## src/rtl/lcd_text_page_seq.sv

```systemverilog
// -----------------------------------------------------------------------------
// lcd_text_page_seq
// Character-page sequencer for the ST7735 text path. It holds a COLS x ROWS
// text buffer, where each cell stores a glyph index and a 2-bit palette index,
// and a 4-entry colour palette. It scans the buffer and feeds lcd_show_char one
// cell at a time through the show_char_flag / show_char_done handshake.
//
// Optional feature macro: LCD_DIRTY_REDRAW_EN
//   When defined, each cell has a dirty bit and clean cells are skipped.
//   When undefined, every cell is redrawn on every pass.
//
// Ports
//   sys_clk, sys_rst_n        clock, asynchronous active-low reset
//   init_done                 LCD initialised; scanning runs only while high
//   show_char_done            one-cycle completion pulse from lcd_show_char
//   wr_en/wr_addr/wr_char/wr_attr   cell write (addr = row*COLS+col, ASCII, palette idx)
//   pal_wr_en/pal_idx/pal_bg/pal_fg palette entry write (RGB565)
//   en_size                   1 for the 16x8 font (CHAR_H==16), else 0
//   show_char_flag            one-cycle draw request for the current cell
//   ascii_num                 font index (ASCII-32)
//   start_x/start_y           cell pixel origin
//   background_color/front_color  cell colours
//   frame_done                one-cycle pulse when the last cell has completed
//   busy                      high while the buffer is cleared after reset
// -----------------------------------------------------------------------------
module lcd_text_page_seq #(
  parameter int COLS   = 20,
  parameter int ROWS   = 8,
  parameter int CHAR_W = 8,
  parameter int CHAR_H = 16,
  parameter int X_OFF  = 1,
  parameter int Y_OFF  = 0,
  parameter int AW     = (COLS * ROWS > 1) ? $clog2(COLS * ROWS) : 1
) (
  input  logic          sys_clk,
  input  logic          sys_rst_n,
  input  logic          init_done,
  input  logic          show_char_done,
  input  logic          wr_en,
  input  logic [AW-1:0] wr_addr,
  input  logic [6:0]    wr_char,
  input  logic [1:0]    wr_attr,
  input  logic          pal_wr_en,
  input  logic [1:0]    pal_idx,
  input  logic [15:0]   pal_bg,
  input  logic [15:0]   pal_fg,
  output logic          en_size,
  output logic          show_char_flag,
  output logic [7:0]    ascii_num,
  output logic [8:0]    start_x,
  output logic [8:0]    start_y,
  output logic [15:0]   background_color,
  output logic [15:0]   front_color,
  output logic          frame_done,
  output logic          busy
);

  localparam int NCELL = COLS * ROWS;
  localparam int CW    = (COLS > 1) ? $clog2(COLS) : 1;
  localparam int RW    = (ROWS > 1) ? $clog2(ROWS) : 1;
  localparam logic [AW-1:0] LAST_CELL = AW'(NCELL - 1);
  localparam logic [CW-1:0] LAST_COL  = CW'(COLS - 1);

  typedef enum logic [2:0] {S_CLEAR, S_IDLE, S_FETCH, S_LOAD, S_FLAG, S_WAIT} state_t;

  state_t          state_q;
  logic [AW-1:0]   cursor_q, cursor_d;
  logic [CW-1:0]   col_q, col_d;
  logic [RW-1:0]   row_q, row_d;
  logic [8:0]      rd_q;
  logic [8:0]      ram [NCELL];
  logic [15:0]     pal_bg_q [4];
  logic [15:0]     pal_fg_q [4];
  logic            wr_ok;
  logic            last_cell;
  logic            col_last;
  logic            cell_dirty;

  // Printable ASCII maps onto the font table; anything else becomes a space.
  function automatic logic [6:0] to_glyph(input logic [6:0] c);
    return (c >= 7'd32 && c <= 7'd126) ? c - 7'd32 : 7'd0;
  endfunction

  assign en_size   = (CHAR_H == 16);
  assign wr_ok     = wr_en && (state_q != S_CLEAR) && (32'(wr_addr) < 32'(NCELL));
  assign last_cell = (cursor_q == LAST_CELL);
  assign col_last  = (col_q == LAST_COL);

  // Cursor advance shared by the clear sweep, the done handshake and dirty skips.
  always_comb begin
    cursor_d = cursor_q + AW'(1);
    col_d    = col_last ? '0 : col_q + CW'(1);
    row_d    = col_last ? row_q + RW'(1) : row_q;
    if (last_cell) begin
      cursor_d = '0;
      col_d    = '0;
      row_d    = '0;
    end
  end

  // Text buffer: one write port (clear sweep or host) and a registered read
  // taken in FETCH, so a same-cycle write to the scanned cell reads old data.
  always_ff @(posedge sys_clk) begin
    if (state_q == S_CLEAR) begin
      ram[cursor_q] <= '0;
    end else if (wr_ok) begin
      ram[wr_addr] <= {to_glyph(wr_char), wr_attr};
    end
    if (state_q == S_FETCH) begin
      rd_q <= ram[cursor_q];
    end
  end

`ifdef LCD_DIRTY_REDRAW_EN
  logic [NCELL-1:0] dirty_q;

  // The host-write set is assigned last so it wins over the FETCH clear.
  always_ff @(posedge sys_clk or negedge sys_rst_n) begin
    if (!sys_rst_n) begin
      dirty_q <= '0;
    end else begin
      if (state_q == S_CLEAR) dirty_q[cursor_q] <= 1'b1;
      if (state_q == S_FETCH && init_done) dirty_q[cursor_q] <= 1'b0;
      if (wr_ok) dirty_q[wr_addr] <= 1'b1;
    end
  end

  assign cell_dirty = dirty_q[cursor_q];
`else
  assign cell_dirty = 1'b1;
`endif

  always_ff @(posedge sys_clk or negedge sys_rst_n) begin
    if (!sys_rst_n) begin
      state_q          <= S_CLEAR;
      cursor_q         <= '0;
      col_q            <= '0;
      row_q            <= '0;
      show_char_flag   <= 1'b0;
      ascii_num        <= 8'd0;
      start_x          <= 9'd0;
      start_y          <= 9'd0;
      background_color <= 16'hAF7D;
      front_color      <= 16'h0000;
      frame_done       <= 1'b0;
      busy             <= 1'b1;
      pal_bg_q[0]      <= 16'hAF7D;  pal_fg_q[0] <= 16'h0000;
      pal_bg_q[1]      <= 16'h815B;  pal_fg_q[1] <= 16'hFFFF;
      pal_bg_q[2]      <= 16'hFA20;  pal_fg_q[2] <= 16'hFFFF;
      pal_bg_q[3]      <= 16'hE73F;  pal_fg_q[3] <= 16'h0000;
    end else begin
      frame_done <= 1'b0;
      if (pal_wr_en) begin
        pal_bg_q[pal_idx] <= pal_bg;
        pal_fg_q[pal_idx] <= pal_fg;
      end
      case (state_q)
        S_CLEAR: begin
          cursor_q <= cursor_d;
          if (last_cell) begin
            busy    <= 1'b0;
            state_q <= S_IDLE;
          end
        end
        S_IDLE: begin
          cursor_q <= '0;
          col_q    <= '0;
          row_q    <= '0;
          if (init_done) state_q <= S_FETCH;
        end
        default: begin
          // Losing init_done aborts any scan state; other outputs hold.
          if (!init_done) begin
            show_char_flag <= 1'b0;
            state_q        <= S_IDLE;
          end else begin
            case (state_q)
              S_FETCH: begin
                if (cell_dirty) begin
                  state_q <= S_LOAD;
                end else begin
                  cursor_q   <= cursor_d;
                  col_q      <= col_d;
                  row_q      <= row_d;
                  frame_done <= last_cell;
                end
              end
              S_LOAD: begin
                ascii_num        <= {1'b0, rd_q[8:2]};
                background_color <= pal_bg_q[rd_q[1:0]];
                front_color      <= pal_fg_q[rd_q[1:0]];
                start_x          <= 9'(X_OFF + CHAR_W * int'(col_q));
                start_y          <= 9'(Y_OFF + CHAR_H * int'(row_q));
                show_char_flag   <= 1'b1;
                state_q          <= S_FLAG;
              end
              S_FLAG: begin
                show_char_flag <= 1'b0;
                state_q        <= S_WAIT;
              end
              S_WAIT: begin
                if (show_char_done) begin
                  cursor_q   <= cursor_d;
                  col_q      <= col_d;
                  row_q      <= row_d;
                  frame_done <= last_cell;
                  state_q    <= S_FETCH;
                end
              end
              default: state_q <= S_IDLE;
            endcase
          end
        end
      endcase
    end
  end

endmodule

```

## config.mk

```make
export PLATFORM = sky130hd
export DESIGN_NAME = lcd_text_page_seq
export DESIGN_NICKNAME = d
export VERILOG_FILES = /design/src/rtl/lcd_text_page_seq.sv
export SDC_FILE = /design/constraint.sdc
export NUM_CORES = 2
export LEC_CHECK = 0
export BUFFER_PORTS_ARGS = -buffer_cell sky130_fd_sc_hd__buf_2
export CORE_ASPECT_RATIO = 2
export CORE_MARGIN = 3
export CORE_UTILIZATION = 53
export CTS_BUF_LIST = sky130_fd_sc_hd__clkbuf_4
export CTS_CLUSTER_SIZE = 25
export DETAILED_ROUTE_END_ITERATION = 8
export PLACE_DENSITY = 0.76
export SLEW_MARGIN = 30
export SYNTH_ARGS = -nofsm -noshare
export SYNTH_HDL_FRONTEND = slang
export SYNTH_SLANG_ARGS = --single-unit
```

## constraint.sdc

```tcl
create_clock -name sys_clk -period 20.6 [get_ports sys_clk]
set_clock_uncertainty 0.2 [all_clocks]
set_input_delay 2.06 -clock sys_clk [delete_from_list [all_inputs] [get_ports sys_clk]]
set_output_delay 2.06 -clock sys_clk [all_outputs]
set_load 0.01 [all_outputs]
```

* Word level (Yosys, flattened, before mapping)
Memory sizes are Yosys's and may differ from the RTL's. A register that Yosys moved wholly into a read port is not among the register bits.
Cells that the tools add are included.
** Storage, ports and cells
- Memories :: 1
- Word-level logic and storage cells :: 117
- Bits in writable memories :: 1440
- Register bits :: 201
- Input bits :: 57
- Bits in read-only memories :: 0
- Bits in latches :: 0
** Memory list
- ram :: words 160, bits a word 9, read ports 1, clocked after Yosys merged registers in 1, wr ports 1, line 71 : logic [8:0] ram [NCELL];
** Operators by class
- Mux-type cells :: 48
- Equal/unequal tests :: 11
- $add $sub $neg :: 5
- Shifts and indexed selects :: 0
- $mul :: 0
- Bitwise logic cells :: 4
- $lt $le $gt $ge :: 6
- Div/mod/pow operators :: 0
- Reduce and logical (&&, ||, !) cells :: 22
** Operator list (number)
- bitwise mux 64 bit :: 2
- 2-to-1 mux 16 bit :: 5
- binary-select mux 16 bit (select 2 bit) :: 2
- 2-to-1 mux 8 bit :: 5
- demux 16 bit (select 2 bit) :: 1
- 2-to-1 mux 3 bit :: 9
- 2-to-1 mux 5 bit :: 5
- one-hot mux 8 bit (2 select lines) :: 1
- nonzero test 3 bit :: 5
- one-hot mux 3 bit (2 select lines) :: 2
- one-hot mux 3 bit (4 select lines) :: 1
- 2-to-1 mux 1 bit :: 11
- one-hot mux 5 bit (2 select lines) :: 1
- adder 1 x 8 -> 9 bit, first input constant :: 1
- 2-to-1 mux 9 bit :: 1
- AND reduction 3 bit :: 3
- OR reduction 9 bit :: 1
- adder 8 x 1 -> 8 bit, second input constant :: 1
- equality test 8 bit, second input constant :: 1
- < comparator 8 bit, second input constant :: 1
- >= comparator 7 x 6 -> 1 bit, second input constant :: 1
- less-or-equal comparator 7 bit, second input constant :: 1
- 2-to-1 mux 7 bit :: 1
- subtractor 7 x 6 -> 7 bit, second input constant :: 1
- other kinds (21) :: 33

* Logic depth before layout (Yosys ltp)
- Depth after elaboration :: 8
- Mapped depth :: 11
- Mapped depth without buffers :: 7

* Worst setup path before layout
No wires, ideal clock.
- Kind :: input to register
- Start point :: input wr_addr[6]
- End point :: memory ram[0][7] (data pin)
- Stages :: 6
- Required time :: 18.560 ns
- Data arrival time :: 11.338 ns
- Path slack :: 7.221 ns
- Buffers on the path :: 3
- Library setup time :: 1.840 ns
- Cells stage by stage :: o21ai_0 nand3b_2 buf_6 buf_8 buf_6 nor4_1
** Between the ends
- Cells in the longest elaborated chain, start to end :: 7
** RTL lines
- start, declared :: line 40 : input logic [AW-1:0] wr_addr,
- < comparator 8 bit :: line 85 : assign wr_ok = wr_en && (state_q != S_CLEAR) && (32'(wr_addr) < 32'(NCELL));
- logical AND 1 bit :: line 85
- 2-to-1 mux 1 bit :: line 106 : end else if (wr_ok) begin
- 2-to-1 mux 1 bit :: line 104 : if (state_q == S_CLEAR) begin
- 2-to-1 mux 1 bit (implied by the code) :: line 107 : ram[wr_addr] <= {to_glyph(wr_char), wr_attr};
- OR reduction 9 bit (no source line)
- 2-to-1 mux 9 bit (no source line)
- end, declared :: line 71
No other way between the ends.

* Final worst setup path
- Start point :: input wr_addr[5]
- End point :: memory ram[50][5] (enable)
** Between the ends
- Cells in the longest elaborated chain, start to end :: 7
- Elaborated cells between the ends (all ways) :: 8
** RTL lines (line)
- < comparator 8 bit :: 85
- logical AND 1 bit :: 85
- 2-to-1 mux 1 bit :: 106
- 2-to-1 mux 1 bit :: 104
- 2-to-1 mux 1 bit (implied by the code) :: 107
- OR reduction 9 bit (no source line)
- 2-to-1 mux 8 bit (no source line) / 2-to-1 mux 1 bit (equally long branches)
Several ways; a longest one is shown, not always the timed one.

==> metrics.md <==
| Metric | Value |
|---|---|
| Status | completed |
| Bufs and invs on worst path | 1 |
| Utilization after layout | a little under 60% |
| CP max FO | 33 |
| Final Instance Count excl. Fillers | 5,384 |
| Synth Flop Type | edfxtp_1 |
| Initial Util | 53.6% |
| DR vias | 33,687 |
| CP Cell Sequence | buf_2, o21ai_0, nand3b_4, o31ai_2, nand3_1, nor2_1 |
| Die area | approximately 0.13 mm2 |
| Master of the slowest instance on the critical path | nor2_1 |
| Total GRT Usage | approximately a quarter |
| RSZ-0062 raised after global routing | false |
| Worst-path clk slew | around 0.070 ns |
| Met3 wire length | ~13,000 um |
| Worst VDD drop | 0.0563 mV |
| Synthesized cell area | 0.0656 mm2 |
| Ys Warns | 0 |
| Root buf cell | clkbuf_4 |
| Drt drc | 0 |
| Gpl congestion | ~0.95 |
| Post-synthesis xor/xnor area fraction | 0.0267% |
| Dpl cells | 4,772 |
| Setup TNS | 0 ns |
| Port bufs | 107 |
| Simple-gate share of the synthesized area | 2.52% |
| Register area share after synthesis | between 70% and 80% |
| H-tree depth | 5 |
| Final hold viol count | 0 |
| First-pass GRT wire length | 236,000 um |
| Crit share post-route | 24.8% |
| DR top layer | met5 |
| Post-CTS Hold Buffers | 0 |
| Iteration-0 DRC Markers | 3,610 |
| Post-DP HPWL | 104,000 um |
| Clock network fraction of design power | 38.6% |
| Synthesis-to-layout area growth | 9.59% |
| Static leakage | 23.8 nW |
| Yosys top cell area share | approximately 66% |
| Die Width | 255 um |
| Max Fclk | 0.196 GHz |
| Die Span Y | 503 um |
| Routed Antenna Nets | 0 |
| Met1 wire length | 49,300 um |
| Hold slack final | about 0.27 ns |
| Main combinational cell family by area after synthesis | multiplexers |
| WL met2 | 86,300 um |
| Congestion Overflow GR | 0 |
| Final WL | around 160,000 um |
| Synth Area in Adders | 0.114% |
| CTS Buf Count | 342 |
| Max Root-Sink Buffers | 4 |
| Asr flop ratio synth | 12.0% |
| Worst path required time | 21.23 ns |
| Clock Latency Late Sink | 1.23 ns |
| Crit-path max cell delay | 0.94 ns |
| Hold WC Path Type | register to register |
| Core Footprint | 0.122 mm2 |
| Setup bufs post-CTS | 0 |
| Setup-failing EPs final | 0 |
| Post-CTS sizing | 0 |
| Internal power | 4.89 mW |
| Setup CP Type | primary input to register |
| Setup crit end kind | register |
| EDFF count, synth | 1,449 |
| Avg Cell Area, Syn | 20.2 um2 |
| Initial antenna violation count | 19 |
| Via density | between 6 and 7 |
| Mux contribution to synthesized area | 17.6% |
| Rows | ~180 |
| Drt wl/cell | about 30 um |
| Max Cap Viol | 0 |
| Synth Area in Compound Gates | 3.40% |
| Synth top area cells | edfxtp_1, mux4_2, dfrtp_1 |
| Seq cells post-synth | approximately 1,600 |
| # nets final | 3,628 |
| Power share of the combinational group | under 10% |
| CTS tree | yes |
| Num Clock Sinks | 1,647 |
| Sw power | approximately 1.2 mW |
| Layout cells sized above 1 | 36.0% |
| Arrival time worst endpoint | 5.74 ns |
| Post-place setup slack | 13.88 ns |
| Final Max Tran Viols | 0 |
| Slew headroom | 30.3% |
| Ports placed on the boundary | between 100 and 150 |
| Number of global-route vias before repair | about 35,000 |
| Minimum clock period | 5.11 ns |
| Top cell family by delay on the critical path | simple AND/OR/NAND/NOR gates |
| Final Worst Setup Slack | about 15 ns |
| Worst Max-Slew Pin Slew | 1.04 ns |
| Unique masters post-synth | 69 |
| Cells after Synth | 3,253 |
| DRT Pass-1 Iters | 5 |
| Yosys top cell by area | edfxtp_1 |
| Flop pwr share | roughly 60% |
| CP startpoint kind | primary input |
| Pin count of the biggest net entering global routing | 161 |
| Power Dens Cells | around 85 mW/mm2 |
| Sw Share | 20.2% |
## cells by family after synthesis
| family | count (synthesis) |
|---|---|
| buf+inv | 225 |
| xor+xnor | 2 |
| flops | 1647 |
| fa+ha+maj | 6 |
| compound gates | 313 |
| other cells | 2 |
| mux | 708 |
| simple gates | 350 |
## power groups by stage
stage	logic [mW]	clock network [mW]	registers (mW)
finish	0.0972	2.36	3.67
global route	0.106	2.57	3.67
CTS	0.0986	2.41	3.67
detailed placement	0.0984	0	3.74
global placement	0.0940	0	3.74
floorplan	0.0711	0	3.73
## final cells by class
class | count | area, um2
antenna | 19 | 47.5
clock buffer | 490 | 3680
clock inverter | 99 | 589
fill | 8630 | 50400
inverter | 12 | 45.0
multi-input combinational | 1390 | 15700
sequential | 1647 | 48600
tap | 1555 | 1950
timing repair buffer | 172 | 1220
## placed cells by master (no fill, tap or decap), drive strengths merged, types with 4 or more instances in the layout
cell type / count
nor2b: 9
nand3b: 8
and2: 7
o41ai: 7
a22oi: 37
buf: 172
o21ai: 64
inv: 15
diode: 19
conb: 11
o22ai: 24
nand2: 56
a221oi: 48
nor3b: 6
a211oi: 24
or2: 15
nand2b: 14
dfrtp: 115
o221ai: 21
a21oi: 42
ha: 6
nand3: 9
nor3: 38
or3: 16
clkinv: 87
edfxtp: 1449
dfstp: 83
o31ai: 7
mux2i: 192
mux2: 181
bufinv: 7
a21o: 4
nor2: 160
clkbuf: 490
mux4: 335
a31oi: 6
o211ai: 13
## sequential cells by signal, summed over array words and instances (netlist names), 5 cells and up
name	cells
front_color	16
background_color	16
rd_q	9
pal_fg_q	64
start_x	6
col_q	5
cursor_q	8
pal_bg_q	64
ram	1440
ascii_num	7
## stage by stage
step                power [mW]  instance area [um2]
floorplan                 3.80                65600
global placement          3.83                67300
detailed placement        3.84                67400
CTS                       6.17                71600
global route              6.35                71800
finish                    6.13                71900
## layer usage
metal  track usage (%)  up-vias
met5                 0        -
met3              5.86      528
met1              26.6    17118
met4              20.2        4
met2              45.2     1853
li1                  -    14184
## synth_stat cells (5+ instances only)
cell type  instances
a211oi_1          24
a21oi_1           41
a221oi_1          48
a22oi_1           37
a31oi_1            6
and2_1             7
buf_1             16
buf_12            11
buf_2             53
buf_4             30
buf_6             13
buf_8             15
clkbuf_1          75
dfrtp_1          115
dfstp_2           83
edfxtp_1        1449
ha_1               6
inv_1             11
mux2_2           181
mux2i_1          191
mux4_1             7
mux4_2           328
nand2_1           54
nand2b_1          14
nand3_1            8
nand3b_1           7
nor2_1           160
nor2b_1            9
nor3_1            36
nor3b_1            5
o211ai_1          13
o21ai_0           61
o221ai_1          21
o22ai_1           24
o31ai_1            6
o41ai_2            6
or2_2             11
or3_1             16
## final timing paths
| path | start | end | slack, ns | depth (start not counted) |
|---|---|---|---|---|
| hold / removal | start_x[0] | start_x[0] | 0.27 | 1 |
| setup / recovery | wr_addr[5] | ram[50][5] | 15.49 | 6 |
| setup reg to reg | cursor_q[2] | rd_q[3] | 15.80 | 8 |
| min in group asynchronous | sys_rst_n | pal_fg_q[0] | 0.71 | 1 |
| max in group asynchronous | sys_rst_n | pal_fg_q[14] | 18.18 | 2 |
| hold reg to reg | start_x[0] | start_x[0] | 0.27 | 1 |
(Power assumes the default switching activity.)
